**config.mk**
```make
export PLATFORM = sky130hd
export DESIGN_NAME = serial_addsub
export DESIGN_NICKNAME = d
export VERILOG_FILES = /design/src/rtl/serial_addsub.sv
export SDC_FILE = /design/constraint.sdc
export NUM_CORES = 1
export LEC_CHECK = 0
export ABC_CLOCK_PERIOD_IN_PS = 3900
export CORE_UTILIZATION = 40
export DETAILED_ROUTE_END_ITERATION = 12
export GPL_ROUTABILITY_DRIVEN = 0
export SLEW_MARGIN = 20
export SYNTH_ARGS = -nofsm -noshare
export SYNTH_HDL_FRONTEND = slang
export SYNTH_SLANG_ARGS = --single-unit
export TNS_END_PERCENT = 1
```
**constraint.sdc**
```tcl
create_clock -name clk -period 3.9 [get_ports clk]
set_input_delay 1.17 -clock clk [delete_from_list [all_inputs] [get_ports clk]]
set_output_delay 1.17 -clock clk [all_outputs]
set_load 0.01 [all_outputs]
```
**src/rtl/serial_addsub.sv**
```systemverilog
// Chunk-serial adder/subtractor: processes CHUNK bits per cycle, LSB first,
// and presents the result with carry/borrow, zero and signed-overflow flags.
module serial_addsub #(
  parameter int WIDTH = 8,
  parameter int CHUNK = 1
) (
  input  logic             clk,
  input  logic             rst,
  input  logic             start,
  input  logic [WIDTH-1:0] A,
  input  logic [WIDTH-1:0] B,
  input  logic             addsub,
  output logic             busy,
  output logic             done,
  output logic [WIDTH-1:0] F,
  output logic             cf,
  output logic             zero,
  output logic             of
);

  localparam int N   = WIDTH / CHUNK;
  localparam int CW  = $clog2(N + 1);
  localparam int CP1 = CHUNK + 1;

  typedef enum logic [1:0] {IDLE, RUN, DONE} state_t;

  state_t           stateQ, stateD;
  logic [WIDTH-1:0] aQ, aD, bQ, bD, sumQ, sumD, fQ, fD;
  logic [CW-1:0]    cntQ, cntD;
  logic             carryQ, carryD, subQ, subD;
  logic             cfQ, cfD, zeroQ, zeroD, ofQ, ofD;
  logic             accept, lastChunk;
  logic [CHUNK:0]   chunkSum;
  logic [WIDTH-1:0] sumNext;

  assign accept    = start && (stateQ != RUN);
  assign lastChunk = (cntQ == CW'(N - 1));
  assign chunkSum  = CP1'(aQ[CHUNK-1:0]) + CP1'(bQ[CHUNK-1:0]) + CP1'(carryQ);
  // Each new chunk enters at the top so the LSB chunk ends up at bit 0 after N steps.
  assign sumNext   = (sumQ >> CHUNK) | (WIDTH'(chunkSum[CHUNK-1:0]) << (WIDTH - CHUNK));

  always_ff @(posedge clk) begin
    if (rst) begin
      stateQ <= IDLE;
      aQ     <= '0;
      bQ     <= '0;
      sumQ   <= '0;
      cntQ   <= '0;
      carryQ <= 1'b0;
      subQ   <= 1'b0;
      fQ     <= '0;
      cfQ    <= 1'b0;
      zeroQ  <= 1'b0;
      ofQ    <= 1'b0;
    end else begin
      stateQ <= stateD;
      aQ     <= aD;
      bQ     <= bD;
      sumQ   <= sumD;
      cntQ   <= cntD;
      carryQ <= carryD;
      subQ   <= subD;
      fQ     <= fD;
      cfQ    <= cfD;
      zeroQ  <= zeroD;
      ofQ    <= ofD;
    end
  end

  always_comb begin
    stateD = stateQ;
    unique case (stateQ)
      IDLE:    if (start) stateD = RUN;
      RUN:     if (lastChunk) stateD = DONE;
      DONE:    stateD = start ? RUN : IDLE;
      default: stateD = IDLE;
    endcase
  end

  always_comb begin
    aD     = aQ;
    bD     = bQ;
    sumD   = sumQ;
    cntD   = cntQ;
    carryD = carryQ;
    subD   = subQ;
    fD     = fQ;
    cfD    = cfQ;
    zeroD  = zeroQ;
    ofD    = ofQ;
    if (accept) begin
      aD     = A;
      bD     = B ^ {WIDTH{addsub}};
      subD   = addsub;
      carryD = addsub;
      cntD   = '0;
      sumD   = '0;
    end else if (stateQ == RUN) begin
      aD     = aQ >> CHUNK;
      bD     = bQ >> CHUNK;
      sumD   = sumNext;
      carryD = chunkSum[CHUNK];
      cntD   = cntQ + CW'(1);
      // On the last step the operand MSBs sit at the top of the low chunk.
      if (lastChunk) begin
        fD    = sumNext;
        cfD   = chunkSum[CHUNK] ^ subQ;
        zeroD = (sumNext == '0);
        ofD   = (aQ[CHUNK-1] == bQ[CHUNK-1]) && (sumNext[WIDTH-1] != aQ[CHUNK-1]);
      end
    end
  end

  always_comb begin
    busy = (stateQ == RUN);
    done = (stateQ == DONE);
  end

  assign F    = fQ;
  assign cf   = cfQ;
  assign zero = zeroQ;
  assign of   = ofQ;

endmodule
```
# After elaboration in Yosys (flattened, before gate mapping)
# Cells that the tools add are included.
[word_totals] out_inout_bits=13 reg_bits=43 in_bits=20
[op_classes] n_eq_ne=8 n_addsub=3 n_reduce_logical=8 muxes=10 n_bitwise=4
[ops] operator="2-to-1 mux 8 bit" n=4
[ops] operator="logical NOT 8 bit" n=1
[ops] operator="OR 7 x 8 -> 8 bit" n=1
[ops] operator="XOR 8 bit" n=1
[ops] operator="one-hot mux 2 bit (3 select lines)" n=1
[ops] operator="adder 4 x 1 -> 4 bit (second input constant)" n=1
[ops] operator="== test 4 x 3 -> 1 bit (second input constant)" n=1
[ops] operator="2-to-1 mux 2 bit" n=2
[ops] operator="!= test 2 x 1 -> 1 bit (second input constant)" n=2
[ops] operator="2-to-1 mux 1 bit" n=3
[ops] operator="AND reduction 3 bit" n=1
[ops] operator="adder 1 x 1 -> 2 bit" n=1
[ops] operator="adder 2 x 1 -> 2 bit" n=1
[ops] operator="== test 2 x 1 -> 1 bit (second input constant)" n=1
[ops] operator="== test 2 bit (second input constant)" n=1
[ops] operator="logical AND 1 bit" n=2
[ops] operator="logical NOT 2 bit" n=1
[ops] operator="!= test 2 bit (second input constant)" n=1
[ops] operator="AND reduction 2 bit" n=1
[ops] operator="nonzero test 2 bit" n=1
[ops] operator="OR reduction 2 bit" n=1
[ops] operator="== test 1 bit" n=1
[ops] operator="!= test 1 bit" n=1
[ops] operator="NOT 1 bit" n=1
[ops] operator="XOR 1 bit" n=1

# Depth between registers and ports, before layout
[depth] word_depth=5 ltp_mapped=6 mapped_depth_nobuf=4

# Least setup slack after synthesis
# No wires, ideal clock.
[synth_timing] path_type="register -> output" from="reg stateQ[1]" to="out busy" required_time_ns=2.730 arrival_time_ns=0.800 stages_incl_launch_ff=5 path_slack_ns=1.930 cell_sequence="dfxtp_1 nand2b_2 inv_2 buf_6 buf_6"
[synth_via] elab_chain_len=1
[synth_rtl] item="start, declared" line="27" text="state_t stateQ, stateD;"
[synth_rtl] item="start signal, assigned" line="56" text="stateQ <= stateD;"
[synth_rtl] item="== test 2 x 1 -> 1 bit" line="115" text="busy = (stateQ == RUN);"
[synth_rtl] item="end, declared" line="13" text="output logic busy,"
# Every way passes these cells.

# Final worst setup path
# Ends and elaborated chain as after synthesis.

==> summary.md <==
| Metric | Value |
|---|---|
| Vias/cell | `5.170` |
| Port bufs | `32` |
| Vias in the first global route | `around 1,400` |
| Footprint of the multi-input gates | `a little over 900 um^2` |
| Die height | `between 70 and 80 um` |
| DR vias | `1,489` |
| Wire length per cell | `roughly 13 um` |
| Crit path cell chain | `nand2b_2 -> inv_2 -> clkdlybuf4s50_1` |
| DRT iter0 DRCs | `95` |
| Post-route DRC | `2` |
| Hold violation count in the final report | `0` |
| Share of the synthesized area in the top cell type | `0.4378` |
| Initial antenna violation count | `0` |
| Syn_nets | `approximately 230` |
| Dominant cell type by area after synthesis | `dfxtp_1` |
| Global Route Usage Sum | `0.1620` |
| Mapped Avg Cell Area | `a little over 9 um^2` |
| CP max FO | `3` |
| Peak VDD IR | `between 0.0002 and 0.00025 V` |
| Syn. warnings | `0` |
| P per Cell Area | `383.1 mW/mm^2` |
| Worst hold path class | `flip-flop to flip-flop` |
| Hold path depth | `2` |
| Critical Path AT | `1.39 ns` |
| Post-Syn Instances | `210` |
| CP required | `2.73 ns` |
| Final Max Slew Viols | `0` |
| Worst Reg-to-Reg Cells | `4` |
| Critical path's largest stage delay | `0.52 ns` |
| Register bit count reported by yosys | `42` |
| Crit path max-delay cell type | `clkdlybuf4s50_1` |
| Fmax | `between 300 and 400 MHz` |
| Clk_skew | `0.004845 ns` |
| Post-Syn Area | `0.001921 mm^2` |
| Final worst slack | `1.345 ns` |
| First-pass GRT wire length | `between 6000 and 7000 um` |
| Post-CTS setup buffers | `0` |
| Async SR Flop Fraction | `0` |
| # hold bufs at CTS | `0` |
| Starting Density | `0.4293` |
| Die area | `~0.0051 mm^2` |
| Fillers | `around 450` |
| Minimum clock period after layout | `roughly 2.6 ns` |
| Layout cells sized above 1 | `0.1017` |
| CTS root buf | `clkbuf_8` |
| Post-cts resize count | `0` |
| CTS Buf Count | `5` |
| Outcome | `complete, but fails checks` |
| Final setup violation count | `0` |
| Leakage | `0.8151 nW` |
| Total grt overflow | `0` |
| Area Overhead vs Synth | `18.76%` |
| Register area share after synthesis | `0.4378` |
| Largest cells by area after synthesis | `dfxtp_1, a21oi_1, mux2i_1` |
| Top Ports | `33` |
| Die X | `roughly 71 um` |
| CTS tree | `done` |
| Top_reg_cell synth | `dfxtp_1` |
| Nets | `between 200 and 300` |
| Wirelength, routed | `between 3000 and 4000 um` |
| Violated checks | `DRC` |
| TritonRoute pass-1 iters | `8` |
| Crit start category | `flip-flop` |
| Core box area | `around 0.0045 mm^2` |
| Setup TNS | `0 ns` |
| RSZ-0062 raised after global routing | `false` |
| Setup Crit Path Kind | `flip-flop to output port` |
| FF/Latch Area | `about 840 um^2` |
| CTS max path bufs | `2` |
| ANT nets after route | `0` |
| Top-count cell post-synth | `dfxtp_1` |
| Slew margin rel. | `0.6493` |
| Htree depth | `2` |
| Sink Count | `between 40 and 50` |
| Distinct cells, synth | `34` |
| Post-synth EDFFs | `0` |
| Place WS | `1.241 ns` |
| Synth cell count leaders | `dfxtp_1, nand2_1, a21oi_1` |
| Skew-Pair Late Insertion Delay | `0.29 ns` |
| Final period util | `0.6552` |
| Ant diodes | `0` |
| Std-Cell Rows | `24` |
| Clock Pin Slew Worst Setup and Hold Paths | `about 0.08 ns` |
| Slew @ Worst Pin | `about 0.52 ns` |
| Max Cap Viol | `0` |
| Largest net degree at the start of global routing | `40` |
| DP HPWL | `between 2000 and 2500 um` |
| Critical path capture point type | `output port` |
## critical path, delay by kind of cell (launching register included)
| family | cells | cell delay [ns] |
|---|---|---|
| buffers and inverters | 2 | 0.58 |
| flip-flops | 1 | 0.32 |
| AND/OR/NAND/NOR | 1 | 0.20 |
## placed cells by master, fill, tap and decap left out
cell type,netlist,routed
a2111oi_2,1,1
a211o_1,7,7
a211oi_1,7,7
a211oi_2,3,3
a21o_1,1,1
a21oi_1,22,22
a21oi_2,7,7
a2bb2oi_1,1,1
and3b_1,2,2
buf_4,4,4
clkbuf_1,1,1
clkbuf_8,0,6
clkdlybuf4s50_1,0,32
clkinv_2,0,1
dfxtp_1,42,42
fa_1,1,1
ha_1,1,1
inv_1,1,1
inv_2,1,1
mux2i_1,9,9
nand2_1,23,23
nand2b_2,1,1
nand3_1,10,10
nand3b_1,2,2
nand4_1,1,1
nor2_1,21,21
nor2b_1,1,1
nor3_1,2,2
nor4_1,2,2
o21ai_0,7,7
o21ai_1,4,4
or3_1,1,1
xnor2_1,10,10
xor2_1,1,1
## routing by layer
layer / track usage / routed length (um)
met4: 0.08000 / 67
met1: 0.2161 / 1872
met5: 0 / 0
met3: 0.03376 / 139
met2: 0.2497 / 1627
## cell type report
cell class,count,area share
well taps,52,0.02852
clock buffers,7,0.03785
inverters,2,0.003291
flip-flops and latches,42,0.3686
clock inverters,1,0.002194
multi-input cells,148,0.4059
repair buffers,36,0.1536
## metrics by stage
stage	instances	cell area, um^2	power, mW	util	hold WS (ns)
2_1_floorplan	210	1921	0.5696	-	0.4410
6_report	288	2281	0.8738	0.5098	0.4621
5_1_grt	288	2281	0.9188	0.5098	0.4842
4_1_cts	288	2281	0.8873	0.5098	0.4625
3_3_place_gp	280	2190	0.5968	0.4894	0.4530
3_5_place_dp	280	2190	0.5978	0.4894	0.4505
## registers in the layout, summed over array words and instances (netlist names)
register  cells
carryQ        1
aQ            8
of            1
cf            1
sumQ          7
zero          1
stateQ        2
cntQ          4
subQ          1
bQ            8
F             8
## logic make-up after synthesis
| family | count (synthesis) | synth area share |
|---|---|---|
| adder cells (fa/ha/maj) | 2 | 0.01694 |
| buffers and inverters | 20 | 0.08013 |
| AND/OR/NAND/NOR | 66 | 0.1551 |
| multiplexers | 9 | 0.04691 |
| flip-flops | 42 | 0.4378 |
| AO/OA/AOI/OAI | 60 | 0.2130 |
| XOR/XNOR | 11 | 0.05016 |
## worst paths after layout
path                   from    end  slack (ns)
setup / recovery  stateQ[1]   busy        1.34
hold / removal        bQ[4]  bQ[3]        0.46
setup reg to reg      aQ[0]     of        2.36
hold reg to reg       bQ[4]  bQ[3]        0.46
## power by group
part,internal (mW),switching [mW]
sequential,0.448,0.0120
clock,0.143,0.145
combinational,0.0606,0.0660
Power figures use the tool's default switching activity.
